**src/rtl/ob_rsp_serializer_pkg.sv**
```systemverilog
// Shared types for the OB response path.
// Response bundle, status codes and frame header layout.
package ob_rsp_serializer_pkg;

  typedef enum logic [2:0] {
    S_Okay     = 3'd0,
    S_Reject   = 3'd1,
    S_Cancel   = 3'd2,
    S_NotFound = 3'd3,
    S_Full     = 3'd4,
    S_BadPop   = 3'd5
  } status_t;

  typedef struct packed {
    logic [31:0] uid;
    status_t     status;
    logic [79:0] result;
  } rsp_t;

  typedef struct packed {
    logic [3:0] sof;
    logic       rsvd;
    status_t    status;
  } rsp_frame_hdr_t;

  localparam int unsigned RSP_FRAME_LONG_N  = 15;
  localparam int unsigned RSP_FRAME_SHORT_N = 5;

  // The result field travels only with a good status unless forced on.
  function automatic logic rsp_is_long(
    input status_t s,
    input logic    roe
  );
    return roe | (s == S_Okay);
  endfunction

endpackage

```
**src/rtl/ob_rsp_serializer_if.sv**
```systemverilog
// Engine response port plus egress byte link.
// master drives responses and byte backpressure; slave is the serializer.
interface ob_rsp_serializer_if;
  import ob_rsp_serializer_pkg::*;

  logic       rsp_vld;
  rsp_t       rsp;
  logic       rsp_accept;
  logic       out_vld;
  logic [7:0] out_byte;
  logic       out_sop;
  logic       out_eop;
  logic       out_rdy;

  modport master (
    output rsp_vld, rsp, out_rdy,
    input  rsp_accept, out_vld,
    input  out_byte, out_sop, out_eop
  );

  modport slave (
    input  rsp_vld, rsp, out_rdy,
    output rsp_accept, out_vld,
    output out_byte, out_sop, out_eop
  );

endinterface

```
**src/rtl/ob_rsp_serializer.sv**
```systemverilog
// OB response serializer: one rsp_t in, one byte frame out.
// Header + uid always, result only in long frames; 1 byte/clk.
module ob_rsp_serializer
  import ob_rsp_serializer_pkg::*;
#(
  parameter logic [3:0] SOF_NIBBLE      = 4'hA,
  parameter bit         RESULT_ON_ERROR = 1'b0
) (
  input  logic                 clk,
  input  logic                 rst,
  ob_rsp_serializer_if.slave   bus
);

  typedef enum logic {
    IDLE,
    SEND
  } state_t;

  localparam logic [3:0] LAST_LONG  = 4'(RSP_FRAME_LONG_N - 1);
  localparam logic [3:0] LAST_SHORT = 4'(RSP_FRAME_SHORT_N - 1);

  state_t         state_q;
  state_t         state_d;
  logic [119:0]   sr_q;
  logic [3:0]     idx_q;
  logic           long_q;

  logic           busy;
  logic           sop;
  logic           eop;
  logic           hs;
  logic           accept;
  logic           load;
  logic [3:0]     last_idx;
  rsp_frame_hdr_t hdr;
  logic [119:0]   frame;

  assign busy     = (state_q == SEND);
  assign last_idx = long_q ? LAST_LONG : LAST_SHORT;
  assign sop      = busy & (idx_q == 4'd0);
  assign eop      = busy & (idx_q == last_idx);
  assign hs       = busy & bus.out_rdy;

  assign hdr.sof    = SOF_NIBBLE;
  assign hdr.rsvd   = 1'b0;
  assign hdr.status = bus.rsp.status;

  assign frame = {hdr, bus.rsp.uid, bus.rsp.result};

  // Next state plus accept/load; accept never looks at rsp_vld.
  always_comb begin
    state_d = state_q;
    accept  = ~busy | (hs & eop);
    load    = bus.rsp_vld & accept;
    unique case (state_q)
      IDLE: begin
        if (load) state_d = SEND;
      end
      SEND: begin
        if (hs & eop & ~bus.rsp_vld) state_d = IDLE;
      end
    endcase
  end

  // State register; reset drops any partial frame at once.
  always_ff @(posedge clk or posedge rst) begin
    if (rst) state_q <= IDLE;
    else     state_q <= state_d;
  end

  // Shift register, byte index and frame length.
  always_ff @(posedge clk or posedge rst) begin
    if (rst) begin
      sr_q   <= '0;
      idx_q  <= '0;
      long_q <= 1'b0;
    end else if (load) begin
      sr_q   <= frame;
      idx_q  <= '0;
      long_q <= rsp_is_long(bus.rsp.status,
                            RESULT_ON_ERROR);
    end else if (hs) begin
      sr_q  <= {sr_q[111:0], 8'h00};
      idx_q <= eop ? 4'd0 : idx_q + 4'd1;
    end
  end

  assign bus.rsp_accept = accept;
  assign bus.out_vld    = busy;
  assign bus.out_byte   = sr_q[119:112];
  assign bus.out_sop    = sop;
  assign bus.out_eop    = eop;

endmodule

```
**src/flat_wrapper.sv**
```systemverilog
// flat-port wrapper written by rule: the top's interface ports become plain ports
module ob_rsp_serializer_flat import ob_rsp_serializer_pkg::*;
#(
  parameter logic [3:0] SOF_NIBBLE      = 4'hA,
  parameter bit         RESULT_ON_ERROR = 1'b0
)
  (clk, rst, bus_rsp_vld, bus_rsp, bus_out_rdy, bus_rsp_accept, bus_out_vld, bus_out_byte, bus_out_sop, bus_out_eop);
  ob_rsp_serializer_if bus_i ();
  input  logic clk;
  input  logic rst;
  input wire logic [$bits(bus_i.rsp_vld)-1:0] bus_rsp_vld;
  input wire logic [$bits(bus_i.rsp)-1:0] bus_rsp;
  input wire logic [$bits(bus_i.out_rdy)-1:0] bus_out_rdy;
  output wire logic [$bits(bus_i.rsp_accept)-1:0] bus_rsp_accept;
  output wire logic [$bits(bus_i.out_vld)-1:0] bus_out_vld;
  output wire logic [$bits(bus_i.out_byte)-1:0] bus_out_byte;
  output wire logic [$bits(bus_i.out_sop)-1:0] bus_out_sop;
  output wire logic [$bits(bus_i.out_eop)-1:0] bus_out_eop;
  assign bus_i.rsp_vld = bus_rsp_vld;
  assign bus_i.rsp = bus_rsp;
  assign bus_i.out_rdy = bus_out_rdy;
  assign bus_rsp_accept = bus_i.rsp_accept;
  assign bus_out_vld = bus_i.out_vld;
  assign bus_out_byte = bus_i.out_byte;
  assign bus_out_sop = bus_i.out_sop;
  assign bus_out_eop = bus_i.out_eop;
  ob_rsp_serializer #(.SOF_NIBBLE(SOF_NIBBLE), .RESULT_ON_ERROR(RESULT_ON_ERROR)) u_core (.clk(clk), .rst(rst), .bus(bus_i));
endmodule
```
**config.mk**
```make
export PLATFORM = sky130hd
export DESIGN_NAME = ob_rsp_serializer_flat
export DESIGN_NICKNAME = d
export VERILOG_FILES = /design/src/rtl/ob_rsp_serializer_pkg.sv /design/src/rtl/ob_rsp_serializer_if.sv /design/src/rtl/ob_rsp_serializer.sv /design/src/flat_wrapper.sv
export SDC_FILE = /design/constraint.sdc
export NUM_CORES = 1
export LEC_CHECK = 0
export ABC_AREA = 1
export CAP_MARGIN = 25
export CORE_ASPECT_RATIO = 0.8
export CORE_MARGIN = 4
export CORE_UTILIZATION = 51
export CTS_BUF_LIST = sky130_fd_sc_hd__clkbuf_8
export CTS_CLUSTER_DIAMETER = 150
export DETAILED_ROUTE_END_ITERATION = 6
export HOLD_SLACK_MARGIN = 0.12
export PLACE_DENSITY = 0.78
export REMOVE_ABC_BUFFERS = 1
export SYNTH_ARGS = -nofsm -noshare
export SYNTH_HDL_FRONTEND = slang
export SYNTH_SLANG_ARGS = --single-unit
export TNS_END_PERCENT = 100
```
**constraint.sdc**
```tcl
create_clock -name clk -period 8.29 [get_ports clk]
set_input_delay 2.487 -clock clk [delete_from_list [all_inputs] [get_ports clk]]
set_output_delay 2.487 -clock clk [all_outputs]
set_load 0.1 [all_outputs]
```
==> qor.txt <==
OUTCOME
--------------------------------------------------------------------------------------
Status .................................................................. finished, final reports clean

GLOBAL ROUTING
--------------------------------------------------------------------------------------
GRT Overall Usage .......................................................        21.2%
Maximum number of pins on one net before global-route repair ............           89
Number of global-route vias before repair ...............................         6051
Antenna violations before repair ........................................            0
GR Overflow Total .......................................................            0
Wire length of the first global-routing pass ............................      27.8 mm

MIN PATH
--------------------------------------------------------------------------------------
Hold crit path type .....................................................   reg -> reg

ROUTING
--------------------------------------------------------------------------------------
Mean number of vias per cell ............................................         4.86
Total via count after detailed routing ..................................         6269
Remaining design rule violation count ...................................            0
Wire length per cell ....................................................      12.3 µm
1st-pass router iterations ..............................................            6
Remaining number of nets flagged by the antenna check after routing .....            0
Total wire length after detailed routing ................................      15.9 mm
Count of routing violations after the opening detailed-route iteration ..          473

POWER AND IR DROP
--------------------------------------------------------------------------------------
Power per unit of standard cell area ....................................   279 mW/mm²
Cell leakage power ......................................................      4.98 nW
Peak supply drop ........................................................     0.193 mV

FLOORPLANNING
--------------------------------------------------------------------------------------
Count of boundary I/O pins ..............................................          131
Initial cell density of the core ........................................        53.0%
Total core area .........................................................   0.0131 mm²
Die boundary width ......................................................       138 µm
# rows ..................................................................           37
Area of the die .........................................................   0.0155 mm²
Vert. Die Dim ...........................................................       112 µm

STA
--------------------------------------------------------------------------------------
Number of max-slew violations in the final report .......................            0
Pin slew with the least headroom to its limit ...........................       972 ps
Hold_ws .................................................................       479 ps
Clock period minus final worst setup slack ..............................      6080 ps
Clock skew ..............................................................      11.9 ps
Final number of setup-violating endpoints ...............................            0
Final-layout setup total negative slack .................................         0 ps
Achievable clock frequency ..............................................      164 MHz
Slew headroom ...........................................................        35.0%
RSZ-0062 raised after global routing ....................................        false
Share of the clock period used by the worst path ........................        73.3%
Post-route setup slack ..................................................      2210 ps
Final hold violation count ..............................................            0

CLOCKING
--------------------------------------------------------------------------------------
Source-to-sink clock delay at the later pin of the worst-skew pair ......       430 ps
CTS tree ................................................................        built
Number of buffers created by CTS ........................................           17
Clock H-tree levels .....................................................            4
CTS clock-pin slew for the worst setup and hold paths ...................        70 ps
Number of post-CTS setup repair buffers .................................            0
Number of clock sinks ...................................................          126
Number of gates given a new drive strength after cts ....................            0
Master cell of the clock root buffer .................................... sky130_fd_sc_hd__clkbuf_8
CTS max path bufs .......................................................            2
Post-CTS Hold Fix Bufs ..................................................            0

LOGIC SYNTHESIS
--------------------------------------------------------------------------------------
Predominant post-synthesis flop cell .................................... sky130_fd_sc_hd__dfrtp_1
Count of flip-flops with a built-in enable after synthesis ..............            0
Warnings, synthesis .....................................................            0
Cell count after synthesis ..............................................         1018
Top area cells in the synthesized netlist ............................... sky130_fd_sc_hd__dfrtp_1 46%, sky130_fd_sc_hd__nand2_1 19%, sky130_fd_sc_hd__nand3_1 16%
Flops & latches, synth ..................................................          126
Number of distinct standard cells referenced by the synthesized netlist .           18
Synth Area per Inst .....................................................     6.79 µm²
Async SR Flop Fraction ..................................................         100%
Share of the synthesized area in the top cell type ......................        45.6%
Sequential element share of the synthesized area ........................        45.6%
Synthesized area ........................................................  0.00692 mm²
Biggest area consumer among synthesized cells ........................... sky130_fd_sc_hd__dfrtp_1

PLACED DESIGN
--------------------------------------------------------------------------------------
Post-detail-place hpwl ..................................................      9.53 mm
Post-placement cell count ...............................................         1260
Routability congestion estimate from global placement ...................        0.811
Count of input and output buffers .......................................          130
Dpl ws ..................................................................      2220 ps

FINAL LAYOUT
--------------------------------------------------------------------------------------
Count of antenna diodes in the layout ...................................            0
Post-route insts no fill ................................................         1291
Commonest cells after routing, fill and taps aside ...................... 340 x sky130_fd_sc_hd__nand2_1, 227 x sky130_fd_sc_hd__nand3_1, 225 x sky130_fd_sc_hd__inv_1
Final layout net count ..................................................         1225
Sequential cell area ....................................................  0.00315 mm²
Area taken by multi-input logic gates ...................................  0.00261 mm²
Number of fillers in the final layout ...................................         1176
Area delta synth->final .................................................        23.7%
Most common cell after layout, fill and taps aside ...................... sky130_fd_sc_hd__nand2_1
Fraction of layout instances using a drive strength above 1 .............        3.67%

WORST SETUP PATH
--------------------------------------------------------------------------------------
Kind of end point of the critical path .................................. primary output
Required time of the worst setup path ...................................      5800 ps
Arrival time of data at the critical path endpoint ......................      3590 ps
Worst setup path class ..................................................    in -> out
Max Fanout on Critical Path .............................................            2
Kind of launch point of the worst setup path ............................ primary input

JOB
--------------------------------------------------------------------------------------
Count of max-cap constraint violations ..................................            0

==> where the power goes <==
group	leakage (nW)	switching (W)	internal [W]	total [W]
clock network	0.212	0.000231	0.000292	0.000522
registers	1.67	0.000120	0.000839	0.000959
logic	3.10	0.000597	0.000306	0.000903
==> cell usage after synthesis (2+ instances only) <==
library cell	n
sky130_fd_sc_hd__inv_1	222
sky130_fd_sc_hd__a21oi_1	4
sky130_fd_sc_hd__nand2_1	341
sky130_fd_sc_hd__o21ai_0	13
sky130_fd_sc_hd__nand3_1	227
sky130_fd_sc_hd__buf_1	5
sky130_fd_sc_hd__buf_4	14
sky130_fd_sc_hd__dfrtp_1	126
sky130_fd_sc_hd__ha_1	2
sky130_fd_sc_hd__nor2_1	6
sky130_fd_sc_hd__buf_2	17
sky130_fd_sc_hd__clkbuf_1	34
sky130_fd_sc_hd__nand2_2	2
==> per-stage QoR <==
stage | util, % | area, µm² | power (W)
after floorplan | - | 6580 | 0.00162
after global placement | 62.6 | 8170 | 0.00184
after detailed placement | 62.6 | 8170 | 0.00187
after CTS | 65.5 | 8560 | 0.00240
after global routing | 65.5 | 8560 | 0.00258
final | 65.5 | 8560 | 0.00238
==> final cells by class <==
cell class / count / share of cell area (%)
sequential: 126 / 36.9
multi-input combinational: 599 / 30.5
timing repair buffer: 137 / 15.8
inverter: 223 / 9.84
clock buffer: 21 / 3.38
tap: 175 / 2.56
clock inverter: 10 / 1.14
==> routing by layer <==
layer,vias up,global-route usage (%),share of wire [%]
met1,2861,28.6,47
li1,3208,-,-
met3,11,5.79,6.3
met4,0,4.54,0.61
met5,-,0,0
met2,189,34.5,46
==> state kept, by name, summed over array words and instances, names as in the netlist <==
register,count
u_core.long_q,1
u_core.bus.out_vld,1
u_core.idx_q,4
u_core.sr_q,120
==> critical path, cell delays in order <==
cell                              delay (ps)
sky130_fd_sc_hd__clkdlybuf4s50_1         510
sky130_fd_sc_hd__nand4_1                 150
sky130_fd_sc_hd__nand2_4                 140
sky130_fd_sc_hd__buf_4                   300
==> worst paths after layout <==
check | startpoint | end | slack [ps] | depth (start not counted)
worst min register to register | u_core.sr_q[100] | u_core.sr_q[100] | 480 | 2
min in group asynchronous | rst | u_core.sr_q[84] | 2530 | 2
worst max register to register | u_core.idx_q[0] | u_core.sr_q[57] | 5340 | 11
worst min-delay path | u_core.sr_q[100] | u_core.sr_q[100] | 480 | 2
worst max-delay path | bus_out_rdy | bus_rsp_accept | 2210 | 4
max in group asynchronous | rst | u_core.sr_q[37] | 4400 | 3
==> cells by family (layout without fill, tap and decap cells) <==
kind of cell,after synthesis,count (layout),synth area share (%)
adders and majority gates,2,2,0.362
AOI/OAI and AO/OA,18,18,1.34
xor gates and xnor gates,1,1,0.127
and+or+nand+nor,578,578,35.6
buffers and inverters,293,391,17.0
DFF,126,126,45.6
No activity file was read; power rests on OpenSTA's default activity.
